File: src/rtl/serial_word_rx.sv
// serial_word_rx
//   Receive end of the serial network link. The transmitter's dataClk strobe
//   and serial data line are synchronised into the clk domain, bits are
//   assembled MSB-first into WIDTH-bit words, and each completed word is
//   presented with a one-cycle rxValid pulse. A frame that stalls for TIMEOUT
//   cycles between strobes is aborted, flagged on frameErr and discarded.
//
// Ports
//   clk       in   system clock, all state on its rising edge
//   rst       in   synchronous active-high reset
//   dataClk   in   serial bit strobe (asynchronous), data valid on its rise
//   serialIn  in   serial data line (asynchronous)
//   rxData    out  last completed word, held until the next one
//   rxValid   out  one-cycle pulse when rxData updates
//   frameErr  out  one-cycle pulse when a partial frame times out
//   busy      out  high while a frame is partially received
//   stateDbg  out  current FSM state (0 = IDLE, 1 = SHIFT)
//
// Output protocol: rxValid is a strobe with no backpressure. rxData is
// qualified by rxValid in the cycle it pulses and then simply holds; there
// is no ready input, so a consumer must capture the word on the pulse.
// rxValid and frameErr are never high together.

module serial_word_rx #(
  parameter int WIDTH   = 8,
  parameter int TIMEOUT = 255
) (
  input  logic             clk,
  input  logic             rst,
  input  logic             dataClk,
  input  logic             serialIn,
  output logic [WIDTH-1:0] rxData,
  output logic             rxValid,
  output logic             frameErr,
  output logic             busy,
  output logic             stateDbg
);

  localparam int BW = $clog2(WIDTH);
  localparam int TW = $clog2(TIMEOUT + 1);

  localparam logic [BW-1:0] BIT_LAST = BW'(WIDTH - 1);
  localparam logic [TW-1:0] TO_LAST  = TW'(TIMEOUT - 1);
  localparam logic [TW-1:0] TO_MAX   = '1;

  typedef enum logic {
    IDLE  = 1'b0,
    SHIFT = 1'b1
  } stateT;

  stateT            state, stateNxt;
  logic [BW-1:0]    bitCnt, bitCntNxt;
  logic [TW-1:0]    toCnt, toCntNxt;
  logic [WIDTH-1:0] shiftReg, shiftNxt;
  logic [WIDTH-1:0] rxDataNxt;
  logic             rxValidNxt, frameErrNxt;

  // Strobe chain is one flop longer than the data chain so that the data bit
  // seen alongside rise (sS2) has the same delay as the strobe edge (dS2).
  logic dS1, dS2, dS3;
  logic sS1, sS2;
  logic rise;

  assign rise     = dS2 & ~dS3;
  assign busy     = (state == SHIFT);
  assign stateDbg = state;

  always_ff @(posedge clk) begin
    if (rst) begin
      dS1      <= 1'b0;
      dS2      <= 1'b0;
      dS3      <= 1'b0;
      sS1      <= 1'b0;
      sS2      <= 1'b0;
      state    <= IDLE;
      bitCnt   <= '0;
      toCnt    <= '0;
      shiftReg <= '0;
      rxData   <= '0;
      rxValid  <= 1'b0;
      frameErr <= 1'b0;
    end else begin
      dS1      <= dataClk;
      dS2      <= dS1;
      dS3      <= dS2;
      sS1      <= serialIn;
      sS2      <= sS1;
      state    <= stateNxt;
      bitCnt   <= bitCntNxt;
      toCnt    <= toCntNxt;
      shiftReg <= shiftNxt;
      rxData   <= rxDataNxt;
      rxValid  <= rxValidNxt;
      frameErr <= frameErrNxt;
    end
  end

  always_comb begin
    stateNxt    = state;
    bitCntNxt   = bitCnt;
    toCntNxt    = toCnt;
    shiftNxt    = shiftReg;
    rxDataNxt   = rxData;
    rxValidNxt  = 1'b0;
    frameErrNxt = 1'b0;

    case (state)
      IDLE: begin
        toCntNxt = '0;
        if (rise) begin
          shiftNxt  = {shiftReg[WIDTH-2:0], sS2};
          bitCntNxt = BW'(1);
          stateNxt  = SHIFT;
        end
      end

      SHIFT: begin
        // A strobe always beats the timeout terminal count.
        if (rise) begin
          shiftNxt = {shiftReg[WIDTH-2:0], sS2};
          toCntNxt = '0;
          if (bitCnt == BIT_LAST) begin
            rxDataNxt  = {shiftReg[WIDTH-2:0], sS2};
            rxValidNxt = 1'b1;
            bitCntNxt  = '0;
            stateNxt   = IDLE;
          end else begin
            bitCntNxt = bitCnt + BW'(1);
          end
        end else if (toCnt == TO_LAST) begin
          frameErrNxt = 1'b1;
          bitCntNxt   = '0;
          toCntNxt    = '0;
          stateNxt    = IDLE;
        end else if (toCnt != TO_MAX) begin
          toCntNxt = toCnt + TW'(1);
        end
      end

      default: begin
        stateNxt  = IDLE;
        bitCntNxt = '0;
        toCntNxt  = '0;
      end
    endcase
  end

endmodule

File: config.mk
export PLATFORM = sky130hd
export DESIGN_NAME = serial_word_rx
export DESIGN_NICKNAME = d
export VERILOG_FILES = /design/src/rtl/serial_word_rx.sv
export SDC_FILE = /design/constraint.sdc
export NUM_CORES = 1
export LEC_CHECK = 0
export ABC_AREA = 1
export CAP_MARGIN = 20
export CORE_MARGIN = 3
export CORE_UTILIZATION = 39
export CTS_CLUSTER_DIAMETER = 200
export CTS_CLUSTER_SIZE = 20
export DETAILED_ROUTE_END_ITERATION = 10
export GPL_TIMING_DRIVEN = 0
export PLACE_DENSITY = 0.7
export SLEW_MARGIN = 25
export SYNTH_ARGS = -nofsm -noshare
export SYNTH_HDL_FRONTEND = slang
export SYNTH_SLANG_ARGS = --single-unit
File: constraint.sdc
create_clock -name clk -period 1.2 [get_ports clk]
set_input_delay 0.18 -clock clk [delete_from_list [all_inputs] [get_ports clk]]
set_output_delay 0.18 -clock clk [all_outputs]
set_load 0.05 [all_outputs]
==> metrics list <==
- Setup violations remaining at the end of the flow were counted as 0.
- For this design the ratio of total power to cell area is 971 nW/µm².
- In the routed design, unresolved DRC markers number 0.
* Crit path top cell by count: sky130_fd_sc_hd__buf_4
- In this run the vertical extent of the chip is 66.1 µm.
* Worst supply voltage drop on vdd: 0.552 mV
- Post-synthesis sequential element count: 34
- The netlist uses 25 different library cells.
- Largest delay share family, worst path: flip-flops
* Total of max-cap violations: 0
* Syn Area/Cell: 7.87 µm²
- Cts bufs inserted: 5
- Layout net count: 221
- Clock tree from TritonCTS: yes
* Per-cell routed wire length: 11.9 µm
* Final critical path time including I/O delays and setup: 1.19 ns
- Hold is met by 0.0607 ns.
- Detailed placer's ending HPWL: 1760 µm
- Worst-path fanout max: 4
- The worst register-to-register path has a setup slack of 0.01 ns.
- Congestion Overflow GR: 0
- Library cell used as clock root buffer: sky130_fd_sc_hd__clkbuf_4
- Floorplan die width: 66.1 µm
* Post-route antenna net violation count: 0
* Part of the power in the clock network: 0.304
- The worst setup path is captured at a flop.
- In this run the power spent charging and discharging nets is 445 µW.
- Primary flip-flop cell chosen by synthesis mapping: sky130_fd_sc_hd__dfxtp_1
- In this run the tightest slew margin relative to its limit is 0.674.
- The die covers 4370 µm².
- The internal power of the cells totals 1410 µW.
- Class of the most critical hold timing path: input port to flop
- Fmax: 843 MHz
* Classification of the worst setup path: flop to flop
- For this design the top-level I/O count stands at 16.
* Portion of the clock cycle consumed by the worst path in the final layout: 0.988
- Fraction of layout cells with a size suffix above 1: 0.382
- The clock drives 34 sinks.
- Synthesis produced a netlist with a net count of 188.
- The critical path contains buffers and inverters numbering 2 combined.
* Input/output buffers: 14
- Total power: 1850 µW
* Leakage power: 0.000784 µW
- Number of failing hold endpoints at the final stage: 0
- Including well taps, the total number of placed cells is 239.
* Core footprint: 3420 µm²
- Final weighted congestion in routability-driven placement: 0.879
- Area post-placement: 1610 µm²
- Cell type of the slowest stage on the worst timing path: sky130_fd_sc_hd__dfxtp_4
- Synthesized instance count: 179
- Core utilization of the finished layout: 0.558
- The number of hold buffers added after CTS was 0.
- Insertion delay to the later sink of the worst-skew pair: 0.32 ns
- Clock-pin slew was measured on the worst setup and hold paths at 0.10 ns.
* Initial antenna violation count: 0
- For this run, the number of standard cells in the final layout without fillers is 258.
- Number of antenna cells inserted: 0
- Async S/R FF share, synth: 0
- Overall fraction of global-route tracks in use: 0.146
* Max stage delay on crit path: 0.38 ns
- Final design area excluding fillers: 1910 µm²
- In the post-synthesis netlist, the cell with the most instances is sky130_fd_sc_hd__dfxtp_1.
- In this run the deepest clock path goes through 2 buffers.
- Counting flops with a built-in enable in the synthesized netlist gives 0.
- The Yosys step of the flow raised 0 warnings.
* Detailed Routing Iterations Pass 1: 4
- Of the total power, registers draw 0.630.
- The share of synthesized area in the top cell type comes to 0.483.
* Summed instance area of the synthesized netlist: 1410 µm²
- Seq/Total Area, Yosys: 0.483
- Depth of the CTS H-tree: 2
- Across the routed clock network, the largest skew measured is 0.00691 ns.
- Of the total power, combinational logic draws 0.066.
- The flow ran to the end, and the final reports show no timing, DRC or antenna violations.
* Transition time at the pin with the least slew margin: 0.489 ns
- Ranked by total cell area, the synthesized netlist is headed by sky130_fd_sc_hd__dfxtp_1, sky130_fd_sc_hd__nor2_1, sky130_fd_sc_hd__nand2_1.
- The initial utilization of the core area, before any placement, comes to 0.412.
- Via-per-instance ratio: 4.90
* Pins over their slew limit: 0
- The detailed router finished its first iteration with 73 violations.
- Number of cell rows: 21
- Worst Path Required: 1.42 ns
- sky130_fd_sc_hd__dfxtp_1 takes more of the synthesized area than any other cell.
* Area delta synth->final: 35.3%
- The critical path goes through ha_4, nand2_4, nor2_4, buf_4, buf_4, o21ai_1, nor2_1.
* Pin count of the biggest net entering global routing: 11
* RSZ-0062 raised after global routing: true
* Critical path launch point type: flop
- The first global-routing pass estimated 4900 µm of wire.
- Across all layers, the routed design uses 1265 vias.
- Final wirelength: 3080 µm
- At the worst endpoint, the arrival time is 1.41 ns.
* Vias in the first global route: 1082
* Net switching fraction of the power: 0.240
* Top cells by count, synth: sky130_fd_sc_hd__dfxtp_1, sky130_fd_sc_hd__nor2_1, sky130_fd_sc_hd__nand2_1
==> power groups by stage <==
stage          combinational [µW]  sequential [µW]  clock [µW]
3_3_place_gp                  104             1190           0
6_report                      123             1170         562
3_5_place_dp                  106             1190           0
5_1_grt                       135             1170         640
4_1_cts                       110             1160         593
2_1_floorplan                72.3             1200           0
==> area by class of cell <==
cell class | count | area, µm²
Inverter | 18 | 77.6
Fill cell | 309 | 1510
Clock inverter | 2 | 10.0
Clock buffer | 5 | 37.5
Multi-Input combinational cell | 122 | 787
Sequential cell | 34 | 701
Tap cell | 46 | 57.6
Timing Repair Buffer | 25 | 178
Buffer | 6 | 57.6
==> sequential cells by signal (all words and copies together) (netlist names) <==
signal,cells
rxValid,1
sS2,1
rxData,8
toCnt,8
frameErr,1
shiftReg,7
dS1,1
bitCnt,3
busy,1
dS2,1
sS1,1
dS3,1
==> stage by stage <==
stage               setup slack, ns  TNS (ns)
global placement             -0.270     -2.76
detailed placement           -0.280     -3.04
CTS                        0.000159         0
finish                       0.0141         0
floorplan                    0.0204         0
global route                -0.0532    -0.249
==> what timing repair did <==
| action | in CTS | in global routing |
|---|---|---|
| resized for setup | 82 | 40 |
| endpoints found under the setup margin | 32 | 23 |
| pin swaps | 3 | 14 |
| gates cloned | 2 | 1 |
| buffers inserted | 4 | 5 |
==> layer usage <==
layer,share of wire,vias to the layer above,track usage
met5,0,-,0
met4,0,0,0.0457
met3,0.047,0,0.0408
met2,0.49,43,0.226
met1,0.46,582,0.195
li1,-,640,-
==> cells by family (layout without fill, tap and decap cells) <==
group | Yosys count | after routing | share of synthesized area
adders and majority gates | 5 | 5 | 0.0444
buffers and inverters | 24 | 56 | 0.0826
and+or+nand+nor | 87 | 88 | 0.282
AOI/OAI and AO/OA | 29 | 29 | 0.107
DFF | 34 | 34 | 0.483
==> cell usage in the layout, fill, tap and decap left out <==
cell,instances
sky130_fd_sc_hd__nor2_1,32
sky130_fd_sc_hd__dfxtp_1,26
sky130_fd_sc_hd__nand2_1,20
sky130_fd_sc_hd__nand3_1,15
sky130_fd_sc_hd__inv_1,10
sky130_fd_sc_hd__buf_2,10
sky130_fd_sc_hd__buf_4,10
sky130_fd_sc_hd__o21ai_0,9
sky130_fd_sc_hd__clkbuf_4,8
sky130_fd_sc_hd__a21oi_1,7
sky130_fd_sc_hd__a21oi_2,7
sky130_fd_sc_hd__nand2_4,6
sky130_fd_sc_hd__nor2_4,5
sky130_fd_sc_hd__nand2_2,4
sky130_fd_sc_hd__inv_2,4
sky130_fd_sc_hd__ha_4,4
sky130_fd_sc_hd__dfxtp_4,4
sky130_fd_sc_hd__dfxtp_2,4
sky130_fd_sc_hd__buf_6,3
sky130_fd_sc_hd__o21ai_1,3
sky130_fd_sc_hd__inv_4,2
sky130_fd_sc_hd__buf_8,2
sky130_fd_sc_hd__clkinv_2,2
sky130_fd_sc_hd__clkdlybuf4s50_1,2
sky130_fd_sc_hd__clkinv_4,1
sky130_fd_sc_hd__nand3_4,1
sky130_fd_sc_hd__a21oi_4,1
sky130_fd_sc_hd__clkinv_1,1
sky130_fd_sc_hd__nand3_2,1
sky130_fd_sc_hd__clkbuf_1,1
sky130_fd_sc_hd__nand4_1,1
sky130_fd_sc_hd__o21bai_1,1
sky130_fd_sc_hd__nand2_8,1
sky130_fd_sc_hd__nand3b_1,1
sky130_fd_sc_hd__nor3_1,1
sky130_fd_sc_hd__o21ai_2,1
sky130_fd_sc_hd__ha_1,1
==> final timing paths <==
kind | from | to | cells after the start
worst max-delay path | toCnt[1]$_SDFFE_PP0P_ | toCnt[4]$_SDFFE_PP0P_ | 7
worst min-delay path | rst | rxData[6]$_SDFFE_PP0P_ | 2
worst max register to register | toCnt[1]$_SDFFE_PP0P_ | toCnt[4]$_SDFFE_PP0P_ | 7
worst min register to register | dS1$_SDFF_PP0_ | dS2$_SDFF_PP0_ | 2
No activity file was read; power rests on OpenSTA's default activity.
